[src/rtl/mem_ctrl_pkg.sv]
// Shared definitions for the memory controller: FSM encoding, access size
// codes and the memory-mapped IO region decode.
package mem_ctrl_pkg;

  typedef enum logic [1:0] {
    ST_IDLE = 2'd0,
    ST_BUSY = 2'd1,
    ST_DONE = 2'd2
  } state_e;

  typedef enum logic [1:0] {
    SIZE_B = 2'd0,
    SIZE_H = 2'd1,
    SIZE_W = 2'd2
  } size_e;

  // Address bits [17:16] == 2'b11 select the UART / IO window.
  localparam logic [1:0] IO_REGION = 2'b11;

  // Number of bus bytes for an LS size code; unknown codes move a full word.
  function automatic logic [2:0] size_bytes(input logic [1:0] size);
    case (size_e'(size))
      SIZE_B:  return 3'd1;
      SIZE_H:  return 3'd2;
      default: return 3'd4;
    endcase
  endfunction

  function automatic logic is_io(input logic [1:0] addr_hi);
    return addr_hi == IO_REGION;
  endfunction

endpackage

[src/rtl/mem_ctrl.sv]
// Memory controller: arbitrates the fetch and load/store ports onto the single
// byte-wide RAM/IO bus, serialises each request into byte accesses and
// returns the little-endian assembled word with a one-cycle done pulse.
module mem_ctrl
  import mem_ctrl_pkg::*;
#(
  parameter int ADDR_WIDTH = 32
) (
  input  logic                  clk,
  input  logic                  rst,
  input  logic                  rdy,
  input  logic                  if_req,
  input  logic [ADDR_WIDTH-1:0] if_addr,
  output logic                  if_done,
  output logic [31:0]           if_data,
  input  logic                  ls_req,
  input  logic                  ls_wr,
  input  logic [1:0]            ls_size,
  input  logic [ADDR_WIDTH-1:0] ls_addr,
  input  logic [31:0]           ls_wdata,
  output logic                  ls_done,
  output logic [31:0]           ls_rdata,
  input  logic [7:0]            mem_din,
  output logic [7:0]            mem_dout,
  output logic [ADDR_WIDTH-1:0] mem_a,
  output logic                  mem_wr,
  input  logic                  io_buffer_full
);

  state_e                state_q, state_d;
  logic [2:0]            k_q, k_d;         // byte counter 0..N
  logic [2:0]            n_q, n_d;         // bytes in this transaction
  logic [ADDR_WIDTH-1:0] addr_q, addr_d;
  logic                  wr_q, wr_d;
  logic                  is_ls_q, is_ls_d; // 1: LS port was granted
  logic [31:0]           wdata_q, wdata_d;
  logic [31:0]           asm_q, asm_d;     // read bytes assembled so far
  logic [31:0]           if_data_q, if_data_d;
  logic [31:0]           ls_rdata_q, ls_rdata_d;

  logic [ADDR_WIDTH-1:0] cur_addr;
  logic [1:0]            cap_sel;
  logic                  io_stall;

  assign if_data  = if_data_q;
  assign ls_rdata = ls_rdata_q;

  // State register with synchronous reset; reset discards any transaction.
  // NOTE: sequential state uses non-blocking assignments so every flop samples
  // the pre-edge value of every other flop, independent of statement order.
  always_ff @(posedge clk) begin
    if (rst) begin
      state_q    <= ST_IDLE;
      k_q        <= '0;
      n_q        <= '0;
      addr_q     <= '0;
      wr_q       <= 1'b0;
      is_ls_q    <= 1'b0;
      wdata_q    <= '0;
      asm_q      <= '0;
      if_data_q  <= '0;
      ls_rdata_q <= '0;
    end else begin
      state_q    <= state_d;
      k_q        <= k_d;
      n_q        <= n_d;
      addr_q     <= addr_d;
      wr_q       <= wr_d;
      is_ls_q    <= is_ls_d;
      wdata_q    <= wdata_d;
      asm_q      <= asm_d;
      if_data_q  <= if_data_d;
      ls_rdata_q <= ls_rdata_d;
    end
  end

  // Next-state, byte sequencing and bus outputs.
  // NOTE: every signal written here gets a default first, so no path through
  // the case statement can leave one unassigned and infer a latch.
  always_comb begin
    state_d    = state_q;
    k_d        = k_q;
    n_d        = n_q;
    addr_d     = addr_q;
    wr_d       = wr_q;
    is_ls_d    = is_ls_q;
    wdata_d    = wdata_q;
    asm_d      = asm_q;
    if_data_d  = if_data_q;
    ls_rdata_d = ls_rdata_q;
    mem_a      = '0;
    mem_dout   = '0;
    mem_wr     = 1'b0;
    if_done    = 1'b0;
    ls_done    = 1'b0;

    cur_addr = addr_q + ADDR_WIDTH'(k_q);
    cap_sel  = 2'(k_q - 3'd1);
    io_stall = is_io(cur_addr[17:16]) && io_buffer_full;

    case (state_q)
      ST_IDLE: begin
        if (rdy && ls_req) begin
          state_d = ST_BUSY;
          k_d     = '0;
          n_d     = size_bytes(ls_size);
          addr_d  = ls_addr;
          wr_d    = ls_wr;
          is_ls_d = 1'b1;
          wdata_d = ls_wdata;
          asm_d   = '0;
        end else if (rdy && if_req) begin
          state_d = ST_BUSY;
          k_d     = '0;
          n_d     = 3'd4;
          addr_d  = if_addr;
          wr_d    = 1'b0;
          is_ls_d = 1'b0;
          asm_d   = '0;
        end
      end

      ST_BUSY: begin
        if (wr_q) begin
          mem_a    = cur_addr;
          mem_dout = wdata_q[{k_q[1:0], 3'b000} +: 8];
          // A full IO buffer or a frozen pipeline holds the current byte.
          if (rdy && !io_stall) begin
            mem_wr = 1'b1;
            if (k_q == 3'(n_q - 3'd1)) state_d = ST_DONE;
            else                       k_d     = k_q + 3'd1;
          end
        end else if (!rdy) begin
          // Re-present the previous address so mem_din still carries the
          // pending byte when rdy comes back.
          mem_a = (k_q == 3'd0) ? addr_q : cur_addr - ADDR_WIDTH'(1);
        end else begin
          // Past the last byte the bus parks on address 0 so no extra IO
          // byte is consumed.
          mem_a = (k_q < n_q) ? cur_addr : '0;
          if (k_q != 3'd0) asm_d[{cap_sel, 3'b000} +: 8] = mem_din;
          if (k_q == n_q) begin
            state_d = ST_DONE;
            if (is_ls_q) ls_rdata_d = asm_d;
            else         if_data_d  = asm_d;
          end else begin
            k_d = k_q + 3'd1;
          end
        end
      end

      ST_DONE: begin
        // Gated by rdy so the pulse stays one cycle even when frozen here.
        if (rdy) begin
          if_done = !is_ls_q;
          ls_done = is_ls_q;
          state_d = ST_IDLE;
        end
      end

      default: state_d = ST_IDLE;
    endcase
  end

endmodule

[config.mk]
export PLATFORM = sky130hd
export DESIGN_NAME = mem_ctrl
export DESIGN_NICKNAME = d
export VERILOG_FILES = /design/src/rtl/mem_ctrl_pkg.sv /design/src/rtl/mem_ctrl.sv
export SDC_FILE = /design/constraint.sdc
export NUM_CORES = 1
export LEC_CHECK = 0
export CORE_MARGIN = 10
export CORE_UTILIZATION = 50
export CTS_CLUSTER_SIZE = 12
export DETAILED_ROUTE_END_ITERATION = 8
export MAX_ROUTING_LAYER = met4
export PLACE_DENSITY = 0.81
export REMOVE_ABC_BUFFERS = 1
export SLEW_MARGIN = 0
export SYNTH_ARGS = -nofsm -noshare
export SYNTH_HDL_FRONTEND = slang
export SYNTH_SLANG_ARGS = --single-unit
[constraint.sdc]
create_clock -name clk -period 5.3 [get_ports clk]
set_input_delay 1.06 -clock clk [delete_from_list [all_inputs] [get_ports clk]]
set_output_delay 1.06 -clock clk [all_outputs]
set_load 0.03 [all_outputs]
==> flow_metrics.py <==
metrics = {
    "timing": {
        "relSlewSlack_pct": 19.06,
        "period_share_pct": 96.60,
        "setup_viol": 0,
        "worst_pin_slew_ps": 1214,
        "final.setup_skew_ps": 11.59,
        "finalMaxSlewViolations": 0,
        "finalCriticalPeriod_ps": 5120,
        "fmax_ghz": 0.1953,
        "rsz0062_at_grt": "no",
        "fin_hold_ws_ps": 453.9,
        "report.final.hold_viol_count": 0,
    },
    "placement": {
        "dp_cells": 1702,
        "gp_congestion": 0.9982,
        "detailed_place.area_sq_mm": 0.01237,
        "dp_hpwl_mm": 25.12,
        "port_buffers": 219,
    },
    "outcome": {
        "status": "finished clean",
    },
    "floorplanning": {
        "rows": 51,
        "chipHeight_microns": 160.6,
        "placeableCoreArea_sq_mm": 0.01946,
        "die_w_microns": 160.6,
        "pin_count": 220,
        "initial_core_util_pct": 50.77,
        "dieArea_sq_mm": 0.02578,
    },
    "global_routing": {
        "track_usage_pct": 27.10,
        "grtUsageMet2_pct": 44.09,
        "grt_max_degree": 66,
        "grt_pass1_vias": 10140,
        "grt_use_met1_pct": 33.15,
        "busiest_layer": "met2",
        "grt_pass1_wl_mm": 56.33,
        "grt_use_met3_pct": 5.598,
        "gr-total-overflow": 0,
        "antenna_found_initial": 0,
    },
    "run": {
        "cap_viol_max_count": 0,
    },
    "setup_path": {
        "cp_max_fo": 9,
        "cp.arrival_ps": 4060,
        "reg2regPathDepth": 10,
        "r2r_start": "k_q[0]",
        "startpoint_type": "register",
        "rr_endpoint": "asm_q[14]",
        "crit_type": "register to output pin",
        "endpoint_kind": "output pin",
        "cp.required_ps": 4240,
        "r2r_setup_slack_ps": 1820,
    },
    "routing": {
        "wl_per_cell_microns": 20.27,
        "drt-initial-drc-count": 1192,
        "routed_wl_mm": 35.17,
        "firstDrtPassIters": 6,
        "ant_nets": 0,
        "num_vias": 10580,
        "vias_per_cell": 6.095,
        "drc": 0,
    },
    "logic_synthesis": {
        "ys_types": 83,
        "synth_edf_count": 0,
        "ys_warn_count": 0,
        "synthFlopType": "dfxtp_1",
        "yosysSeqAreaShare_pct": 34.44,
        "synth_area_sq_mm": 0.009881,
        "avgSynthCellArea_sq_um": 7.671,
        "synthCells": 1288,
        "async_reset_ff_share_pct": 0,
        "ys_seq_elements": 170,
    },
    "clock_network": {
        "clk_latency_ps": 440,
        "root_buffer": "clkbuf_16",
        "cts_tree": "built",
        "cts_buffers": 17,
        "cts.path.max_buffers": 2,
        "clock_sinks": 170,
        "cts_max_level": 4,
        "clk_pin_slew_ps": 80,
    },
    "final_layout": {
        "mostFrequentLayoutCells": "nor2_1 (216), clkdlybuf4s50_1 (187), dfxtp_1 (170)",
        "syn2layout_area_growth_pct": 31.72,
        "nFillCells": 1633,
        "layout-drive-gt1-share_pct": 11.22,
        "insertedDiodeCount": 0,
        "final_nets": 1585,
        "final_area_sq_mm": 0.01302,
        "layout_commonest_cell": "nor2_1",
        "final_cells": 1735,
    },
    "pwr": {
        "p_leak_nw": 4.498,
        "power.density_mw_per_mm2": 262.9,
        "vdd_drop_max_mv": 0.2429,
        "total_power_mw": 3.421,
    },
    "worst_hold_path": {
        "hold_path.class": "register to register",
        "hold-path-endpoint": "wdata_q[27]",
        "holdPathStages": 2,
        "min-delay-start": "wdata_q[27]",
    },
}
cells in the mapped netlist (all sizes together) (3+ instances only):
library cell	count	share of area (%)
a311oi	34	3.1
nand2b	5	0.32
nand2	142	5.4
inv	14	0.53
and3	26	1.7
and2	9	0.60
o221a	5	0.57
nor3b	6	0.46
a211oi	76	5.9
clkbuf	100	3.8
o22ai	9	0.57
a31oi	38	2.4
a21boi	3	0.23
nand3	51	2.6
o21ai	31	1.6
o31ai	6	0.65
nand4	18	1.4
nor3	28	1.6
xor2	10	0.89
mux4	8	1.8
a21oi	75	4.0
and4	4	0.38
ha	14	1.8
buf	19	1.1
nand4b	4	0.35
mux2i	7	0.71
or3	14	0.94
a21o	5	0.38
or4	6	0.46
o211ai	5	0.38
a22oi	41	3.2
a221oi	4	0.42
dfxtp	170	34
nor2b	6	0.38
xnor2	26	2.3
nor4	15	1.0
a22o	3	0.27
o311ai	3	0.27
o21a	3	0.23
nor2	218	8.3
critical path, cell delays in order (launching register included):
cell,delay (ps)
dfxtp_1,320
ha_1,230
fa_2,420
a21oi_4,220
nor3_2,100
or4_1,440
a22oi_2,270
buf_4,210
nand4b_1,150
or4b_4,580
o21a_1,210
o32ai_1,240
buf_4,210
power by group:
part | leakage [nW] | internal [mW] | switching, mW | total, mW
Clock | 0.288 | 0.638 | 0.626 | 1.26
Combinational | 2.83 | 0.315 | 0.443 | 0.758
Sequential | 1.38 | 1.33 | 0.0644 | 1.40
Total | 4.50 | 2.29 | 1.13 | 3.42
worst max path at each step:
stage,startpoint,end,depth (start not counted)
after floorplan,state_q[0],if_data[0],4
after global placement,k_q[2],mem_a[27],9
after detailed placement,k_q[2],mem_a[27],10
after CTS,k_q[2],mem_a[23],12
after global routing,k_q[2],mem_a[28],10
final,k_q[0],mem_a[28],12
final cells by class:
type / instances / area, sq um / share of cell area, %
sequential: 170 / 3403 / 26.15
inverter: 14 / 52.55 / 0.4038
multi-input combinational: 985 / 6011 / 46.18
clock inverter: 14 / 173.9 / 1.336
clock buffer: 18 / 429.2 / 3.297
timing repair buffer: 269 / 2614 / 20.08
tap: 265 / 331.6 / 2.548
repair_timing:
item / in CTS / in global routing
hold buffers: 0 / 0
setup buffers: 0 / 1
cloned: 0 / 0
pin swaps: 0 / 2
resized for setup: 2 / 5
endpoints found under the setup margin: 4 / 9
routing by layer:
| metal | share of wire, % | vias up |
|---|---|---|
| met5 | 0 | - |
| met4 | 2.1 | 0 |
| met3 | 7.2 | 60 |
| met2 | 49 | 429 |
| met1 | 42 | 5023 |
| li1 | - | 5063 |
cell families after synthesis:
logic type	Yosys count	synth area share [%]
XOR/XNOR	36	3.191
buffers and inverters	133	5.458
multiplexers	15	2.533
AND/OR/NAND/NOR	558	26.54
AO/OA/AOI/OAI	361	25.86
adder cells (fa/ha/maj)	15	1.975
flip-flops	170	34.44
sequential cells by signal, summed over array words and instances, names as in the netlist, 2 cells and up:
register  count
addr_q       32
asm_q        32
if_data      32
ls_rdata     32
wdata_q      32
k_q           3
n_q           3
state_q       2
metrics by stage:
| step | utilization (%) | TNS, ps | worst slack [ps] |
|---|---|---|---|
| floorplan | - | -41400 | -1283 |
| global route | 66.87 | 0 | 10.37 |
| detailed placement | 63.57 | 0 | 264.4 |
| global placement | 63.57 | 0 | 335.9 |
| CTS | 66.69 | 0 | 26.76 |
| finish | 66.87 | 0 | 180.1 |
No activity file was read; power rests on OpenSTA's default activity.
